`src/rtl/amp_i2c_cfg_seq.sv`:
```
// Amplifier configuration sequencer: after a power-up delay, walks a register table and
// issues one I2C register write per entry, retrying NACKed or timed-out writes.
module amp_i2c_cfg_seq #(
  parameter int unsigned NUM_REGS       = 8,
  parameter logic [6:0]  DEV_ADDR       = 7'h2C,
  parameter int unsigned MAX_RETRY      = 3,
  parameter int unsigned WAIT_CYCLES    = 1000,
  parameter int unsigned GAP_CYCLES     = 100,
  parameter int unsigned TIMEOUT_CYCLES = 50000,
  localparam int unsigned IW = (NUM_REGS > 1) ? $clog2(NUM_REGS) : 1
) (
  input  logic          clk,
  input  logic          reset,
  input  logic          send_cfg,
  output logic [IW-1:0] tbl_addr,
  input  logic [15:0]   tbl_data,
  output logic          wr_req,
  input  logic          wr_ready,
  output logic [6:0]    wr_dev,
  output logic [7:0]    wr_reg,
  output logic [7:0]    wr_data,
  input  logic          wr_done,
  input  logic          wr_nack,
  output logic          busy,
  output logic          done,
  output logic          error,
  output logic [IW-1:0] err_index
);

  localparam int unsigned MAXC0 = (WAIT_CYCLES > GAP_CYCLES) ? WAIT_CYCLES : GAP_CYCLES;
  localparam int unsigned MAXC  = (MAXC0 > TIMEOUT_CYCLES) ? MAXC0 : TIMEOUT_CYCLES;
  localparam int unsigned CW    = (MAXC > 1) ? $clog2(MAXC) : 1;
  localparam int unsigned RW    = (MAX_RETRY > 0) ? $clog2(MAX_RETRY + 1) : 1;

  typedef enum logic [2:0] {
    S_IDLE, S_PWRUP, S_FETCH, S_REQ, S_WAIT, S_GAP, S_DONE, S_ERROR
  } state_e;

  state_e        state_q;
  logic          send_prev_q;
  logic [IW-1:0] idx_q;
  logic [RW-1:0] retry_q;
  logic [CW-1:0] cnt_q;
  logic          gap_to_fetch_q;
  logic          wr_req_q;
  logic [7:0]    wr_reg_q;
  logic [7:0]    wr_data_q;
  logic          busy_q;
  logic          done_q;
  logic          error_q;
  logic [IW-1:0] err_index_q;
  logic          trig;

  // PWRUP, WAIT and GAP never overlap, so they share one counter; a limit of 0 still costs one cycle.
  function automatic logic expired(input logic [CW-1:0] c, input int unsigned lim);
    return (32'(c) + 32'd1) >= lim;
  endfunction

  assign trig = send_cfg & ~send_prev_q;

  always_ff @(posedge clk) begin
    if (reset) begin
      state_q        <= S_IDLE;
      send_prev_q    <= 1'b0;
      idx_q          <= '0;
      retry_q        <= '0;
      cnt_q          <= '0;
      gap_to_fetch_q <= 1'b0;
      wr_req_q       <= 1'b0;
      wr_reg_q       <= '0;
      wr_data_q      <= '0;
      busy_q         <= 1'b0;
      done_q         <= 1'b0;
      error_q        <= 1'b0;
      err_index_q    <= '0;
    end else begin
      send_prev_q <= send_cfg;
      case (state_q)
        S_IDLE, S_DONE, S_ERROR: begin
          if (trig) begin
            state_q     <= S_PWRUP;
            busy_q      <= 1'b1;
            done_q      <= 1'b0;
            error_q     <= 1'b0;
            err_index_q <= '0;
            idx_q       <= '0;
            retry_q     <= '0;
            cnt_q       <= '0;
          end
        end
        S_PWRUP: begin
          if (expired(cnt_q, WAIT_CYCLES)) begin
            cnt_q   <= '0;
            state_q <= S_FETCH;
          end else begin
            cnt_q <= cnt_q + CW'(1);
          end
        end
        S_FETCH: begin
          if (tbl_data[15:8] == 8'hFF) begin
            state_q <= S_DONE;
            busy_q  <= 1'b0;
            done_q  <= 1'b1;
          end else begin
            wr_reg_q  <= tbl_data[15:8];
            wr_data_q <= tbl_data[7:0];
            wr_req_q  <= 1'b1;
            state_q   <= S_REQ;
          end
        end
        S_REQ: begin
          if (wr_ready) begin
            wr_req_q <= 1'b0;
            cnt_q    <= '0;
            state_q  <= S_WAIT;
          end
        end
        S_WAIT: begin
          // A completion in the expiry cycle wins because wr_done is examined first.
          if (wr_done || expired(cnt_q, TIMEOUT_CYCLES)) begin
            cnt_q <= '0;
            if (wr_done && !wr_nack) begin
              if (32'(idx_q) == NUM_REGS - 1) begin
                state_q <= S_DONE;
                busy_q  <= 1'b0;
                done_q  <= 1'b1;
              end else begin
                idx_q          <= idx_q + IW'(1);
                retry_q        <= '0;
                gap_to_fetch_q <= 1'b1;
                state_q        <= S_GAP;
              end
            end else if (32'(retry_q) >= MAX_RETRY) begin
              state_q     <= S_ERROR;
              busy_q      <= 1'b0;
              error_q     <= 1'b1;
              err_index_q <= idx_q;
            end else begin
              retry_q        <= retry_q + RW'(1);
              gap_to_fetch_q <= 1'b0;
              state_q        <= S_GAP;
            end
          end else begin
            cnt_q <= cnt_q + CW'(1);
          end
        end
        S_GAP: begin
          if (expired(cnt_q, GAP_CYCLES)) begin
            cnt_q <= '0;
            if (gap_to_fetch_q) begin
              state_q <= S_FETCH;
            end else begin
              wr_req_q <= 1'b1;
              state_q  <= S_REQ;
            end
          end else begin
            cnt_q <= cnt_q + CW'(1);
          end
        end
        default: state_q <= S_IDLE;
      endcase
    end
  end

  // The engine shares this reset, so the request is withdrawn in the reset cycle itself.
  assign wr_req    = wr_req_q & ~reset;
  assign tbl_addr  = idx_q;
  assign wr_dev    = DEV_ADDR;
  assign wr_reg    = wr_reg_q;
  assign wr_data   = wr_data_q;
  assign busy      = busy_q;
  assign done      = done_q;
  assign error     = error_q;
  assign err_index = err_index_q;

endmodule
```
`config.mk`:
```
export PLATFORM = sky130hd
export DESIGN_NAME = amp_i2c_cfg_seq
export DESIGN_NICKNAME = d
export VERILOG_FILES = /design/src/rtl/amp_i2c_cfg_seq.sv
export SDC_FILE = /design/constraint.sdc
export NUM_CORES = 1
export LEC_CHECK = 0
export BUFFER_PORTS_ARGS = -buffer_cell sky130_fd_sc_hd__buf_2
export CAP_MARGIN = 30
export CORE_MARGIN = 5
export CORE_UTILIZATION = 40
export CTS_BUF_LIST = sky130_fd_sc_hd__clkbuf_4 sky130_fd_sc_hd__clkbuf_8 sky130_fd_sc_hd__clkbuf_16
export CTS_CLUSTER_DIAMETER = 150
export DETAILED_ROUTE_END_ITERATION = 6
export GPL_TIMING_DRIVEN = 0
export HOLD_SLACK_MARGIN = 0.02
export SKIP_CTS_REPAIR_TIMING = 1
export SYNTH_ARGS = -nofsm -noshare
export SYNTH_HDL_FRONTEND = slang
export SYNTH_SLANG_ARGS = --single-unit
```
`constraint.sdc`:
```
create_clock -name clk -period 3.35 [get_ports clk]
set_input_delay 0.5025 -clock clk [delete_from_list [all_inputs] [get_ports clk]]
set_output_delay 0.5025 -clock clk [all_outputs]
set_load 0.02 [all_outputs]
```
# == Word-level counts from Yosys, hierarchy flattened ==
# Cells that the tools add are included.
# classes
bitwise_logic,5
order_cmp,4
addsub,4
n_eq_ne,28
mux,57
reduce_logical,19
# ops
operator,n
$mux W16,5
$pmux W16 S5,1
$mux W3,14
$ge A32 B10 Y1 const B,1
$ge A32 B16 Y1 const B,1
$ne A2 B2 Y1 const B,15
$reduce_and A5 Y1,5
$mux W1,22
$pmux W3 S6,1
$add A16 B1 Y17 const B,1
$ge A17 B7 Y1 const B,1
$add A16 B1 Y16 const B,1
$eq A3 B3 Y1 const B,5
$mux W2,7
$ne A3 B3 Y1 const B,4
$pmux W3 S2,2
$reduce_and A6 Y1,2
$pmux W1 S3,3
$eq A8 B8 Y1 const B,1
$eq A3 B2 Y1 const B,2
$reduce_bool A3 Y1,2
$reduce_bool A5 Y1,1
$pmux W2 S2,1
$reduce_and A4 Y1,1
15 further kinds,18
# word_totals
wordCells,130
regBits,49

# == Logic depth before layout (Yosys ltp) ==
# depth
word_depth,5
ltp_mapped,11

# == Least setup slack after synthesis ==
# Ideal clock, no wire load.
# synth_path
kind,register to register
startpoint,reg cnt_q[0]
endpoint,reg cnt_q[2]
n_path_buf,2
setup_ns,0.072
arrival_ns,2.594
path_stages_with_launch,12
slack_ns,0.684
path_cell_list,dfxtp_1 -> ha_1 -> buf_4 -> nand4_4 -> nor4_4 -> mux2_2 -> a211oi_2 -> o31ai_4 -> a31oi_2 -> buf_2 -> nand2_1 -> mux2i_1
# synth_via
elab_chain_len,5
elab_cells_between_ends,10
cone_classes,2 x add/sub; 3 x order compare; 4 x mux; 1 x reduce/logical
# synth_lines
element,line,source
start: declaration,43,logic [CW-1:0] cnt_q;
start signal: assignment,96,cnt_q <= cnt_q + CW'(1);
start signal: assignment,144,cnt_q <= cnt_q + CW'(1);
start signal: assignment,157,cnt_q <= cnt_q + CW'(1);
$add A16 B1 Y17,56,return (32'(c) + 32'd1) >= lim;
$ge A32 B16 Y1,56,
$logic_or A1 B1 Y1,120,"if (wr_done || expired(cnt_q, TIMEOUT_CYCLES)) begin"
$mux W16,120,
$pmux W16 S5 (*),78,case (state_q)
# Mark *: on every way between the ends. The rest lies on a longest branch, timed or not.
# A chain may end at the register's enable or synchronous reset.

# == Worst setup path in the final report ==
# Ends and elaborated chain as after synthesis.

==> results.sh <==
export IMPL_power_switching_mw=0.400
export IMPL_io_buffers=47
export IMPL_syn_to_final_growth_pct=17.4
export IMPL_worst_pin_slew_ns=0.645
export IMPL_cts_htree_levels=2
export IMPL_synthCells=375
export IMPL_grt_usage_pct=16.8
export IMPL_drv_cap=0
export IMPL_die_h_um=94.6
export IMPL_layout_min_cycle_time_ns=3.07
export IMPL_cp_max_fo=10
export IMPL_holdWs_ns=0.411
export IMPL_powerDensity_nw_per_um2=396
export IMPL_boundaryPins=55
export IMPL_synth_edf_count=0
export IMPL_reg2reg_slack_ns=0.28
export IMPL_cts_tree="built"
export IMPL_via_count=2831
export IMPL_drive_above_1_share_pct=20.7
export IMPL_grt_max_degree=16
export IMPL_multi_input_area_um2=1700
export IMPL_end_kind="flop"
export IMPL_drcViolationCount=0
export IMPL_clkLatencyLatePin_ns=0.31
export IMPL_cts_clk_slew_worst_paths_ns=0.10
export IMPL_wl_per_cell_um=14.2
export IMPL_yosys_warnings=0
export IMPL_detail_route_vias_per_cell=5.33
export IMPL_overflow=0
export IMPL_dr_pass1_iters=4
export IMPL_yosysSeqAreaShare_pct=34.3
export IMPL_synth_top_area_share_pct=34.3
export IMPL_finalSetupViolCount=0
export IMPL_final_common_cell="nand2_1"
export IMPL_status="complete, no violations"
export IMPL_rsz0062_at_grt="no"
export IMPL_dieArea_um2=8950
export IMPL_drtIter0Drc=175
export IMPL_core_um2=6870
export IMPL_antennaDiodeCount=0
export IMPL_place_area_um2=3240
export IMPL_skew_ns=0.00453
export IMPL_synth_ff_type="dfxtp_1"
export IMPL_cp_cell_sequence="ha_1 > buf_4 > nand4_4 > nor4_4 > mux2_2 > a211oi_2 > o31ai_4 > a31oi_2 > buf_4 > a21oi_1 > mux2i_1"
export IMPL_regArea_um2=981
export IMPL_switching_share_pct=30.1
export IMPL_dpl_hpwl_um=5550
export IMPL_synthDistinctLibCells=56
export IMPL_grt_pass1_vias=2517
export IMPL_hold_path_class="input pin to flop"
export IMPL_cts_sinks=49
export IMPL_combPwrFrac_pct=19.3
export IMPL_ant_nets=0
export IMPL_syn_area_um2=2860
export IMPL_path_common_cell="buf_4"
export IMPL_synth_top_area_cell="dfxtp_1"
export IMPL_start_util_pct=41.7
export IMPL_wl_um=7520
export IMPL_slew_viol_final=0
export IMPL_synth_async_reset_ratio_pct=0
export IMPL_p_leak_nw=1.36
export IMPL_cp_slowest_cell="dfxtp_1"
export IMPL_dieWidth_um=94.6
export IMPL_synth_area_per_cell_um2=7.63
export IMPL_rows=30
export IMPL_cts_root_buf="clkbuf_8"
export IMPL_grt_pass1_wl_um=12000
export IMPL_place_ws_ns=0.206
export IMPL_final_hold_violation_count=0
export IMPL_fmax_mhz=326
export IMPL_antenna_found_initial=0
export IMPL_tns_ns=0
export IMPL_dp_cells=523
export IMPL_startpoint_type="flop"
export IMPL_synth_seq_cells=49
export IMPL_largest_reg_flops=16
export IMPL_setup_ws_ns=0.282
export IMPL_layout_cells_non_filler=531
export IMPL_fill_cells=705
export IMPL_max_vdd_ir_drop_uv=171
export IMPL_power_frac_seq_pct=46.8
export IMPL_design_area_um2=3360
export IMPL_critPathKind="flop to flop"
export IMPL_cpPeakStageDelay_ns=0.46
export IMPL_required_ns=3.60
export IMPL_gp_congestion=0.922
export IMPL_nets=460
export IMPL_cp_arrival_ns=3.32
export IMPL_slew_headroom_pct=56.7
export IMPL_clock_path_buffers=2
export IMPL_numCtsBuffers=5
export IMPL_synthTopCellsByArea="dfxtp_1 (34%), a21oi_1 (8.6%), nand2_1 (7.5%), nor2_1 (3.8%), buf_4 (3.1%)"
export IMPL_fin_crit_sh_pct=91.6
export IMPL_p_clk_share_pct=33.9
export IMPL_p_int_mw=0.930
export IMPL_most_common_layout_cells="nand2_1 (57), buf_2 (49), a21oi_1 (49), dfxtp_1 (49), nor2_1 (29)"
==> stage by stage <==
step	utilization (%)	power, mW
after floorplan	-	0.817
after global placement	47.1	0.888
after detailed placement	47.1	0.891
after CTS	48.8	1.34
after global routing	48.9	1.39
final	48.9	1.33
==> per-layer routing <==
layer,global-route usage [%],vias up,wire [µm]
met2,26.4,77,3410
li1,-,1444,-
met1,23.0,1299,3530
met5,0,-,0
met4,5.29,0,125
met3,3.59,11,455
==> power by group through the flow <==
| stage | combinational (mW) | sequential (mW) | clock [mW] |
|---|---|---|---|
| final | 0.256 | 0.622 | 0.451 |
| after global routing | 0.283 | 0.627 | 0.485 |
| after CTS | 0.256 | 0.622 | 0.460 |
| after detailed placement | 0.255 | 0.636 | 0 |
| after global placement | 0.252 | 0.636 | 0 |
| after floorplan | 0.169 | 0.648 | 0 |
==> synthesized netlist by cell type (all sizes together) (3+ instances only) <==
library cell,count
o211ai,4
inv,11
nand2,58
a21oi,49
nor3,10
a211oi,3
ha,4
nand3,19
o21ai,16
dfxtp,49
and2,4
nand3b,7
buf,15
mux2i,3
a311oi,4
or3,7
nand2b,5
nor2,29
o221a,3
o31ai,5
clkbuf,15
nand4,9
nor2b,6
a31oi,5
a22o,3
==> critical path: cells and delay by family, from the launching register on <==
kind,cells,cell delay [ns]
AOI/OAI and AO/OA,4,0.92
adders and majority gates,1,0.18
buffers and inverters,2,0.41
DFF,1,0.46
muxes,2,0.53
and+or+nand+nor,2,0.50
==> cells by family after synthesis <==
logic type | after synthesis | synth area share, %
buffers and inverters | 41 | 7.08
AO/OA/AOI/OAI | 106 | 24.3
other | 2 | 0.262
flip-flops | 49 | 34.3
adder cells (fa/ha/maj) | 4 | 1.75
XOR/XNOR | 3 | 0.918
AND/OR/NAND/NOR | 166 | 30.0
multiplexers | 4 | 1.44
==> path summary, 6_finish.rpt <==
check                         start                      to  depth (start not counted)
max           cnt_q[0]$_SDFFE_PP0P_   cnt_q[2]$_SDFFE_PP0P_                         11
min                        send_cfg  send_prev_q$_SDFF_PP0_                          2
max reg2reg   cnt_q[0]$_SDFFE_PP0P_   cnt_q[2]$_SDFFE_PP0P_                         11
min reg2reg  wr_reg[5]$_SDFFE_PP0P_  wr_reg[5]$_SDFFE_PP0P_                          2
==> cell type report <==
cell class / instances / share of cell area (%)
clock inverters: 2 / 1.15
flip-flops and latches: 49 / 29.2
inverters: 11 / 1.23
plain buffers: 30 / 4.88
multi-input cells: 290 / 50.7
repair buffers: 47 / 7.00
well taps: 96 / 3.58
clock buffers: 6 / 2.27
Note: power is estimated with default switching activity, not from simulation.
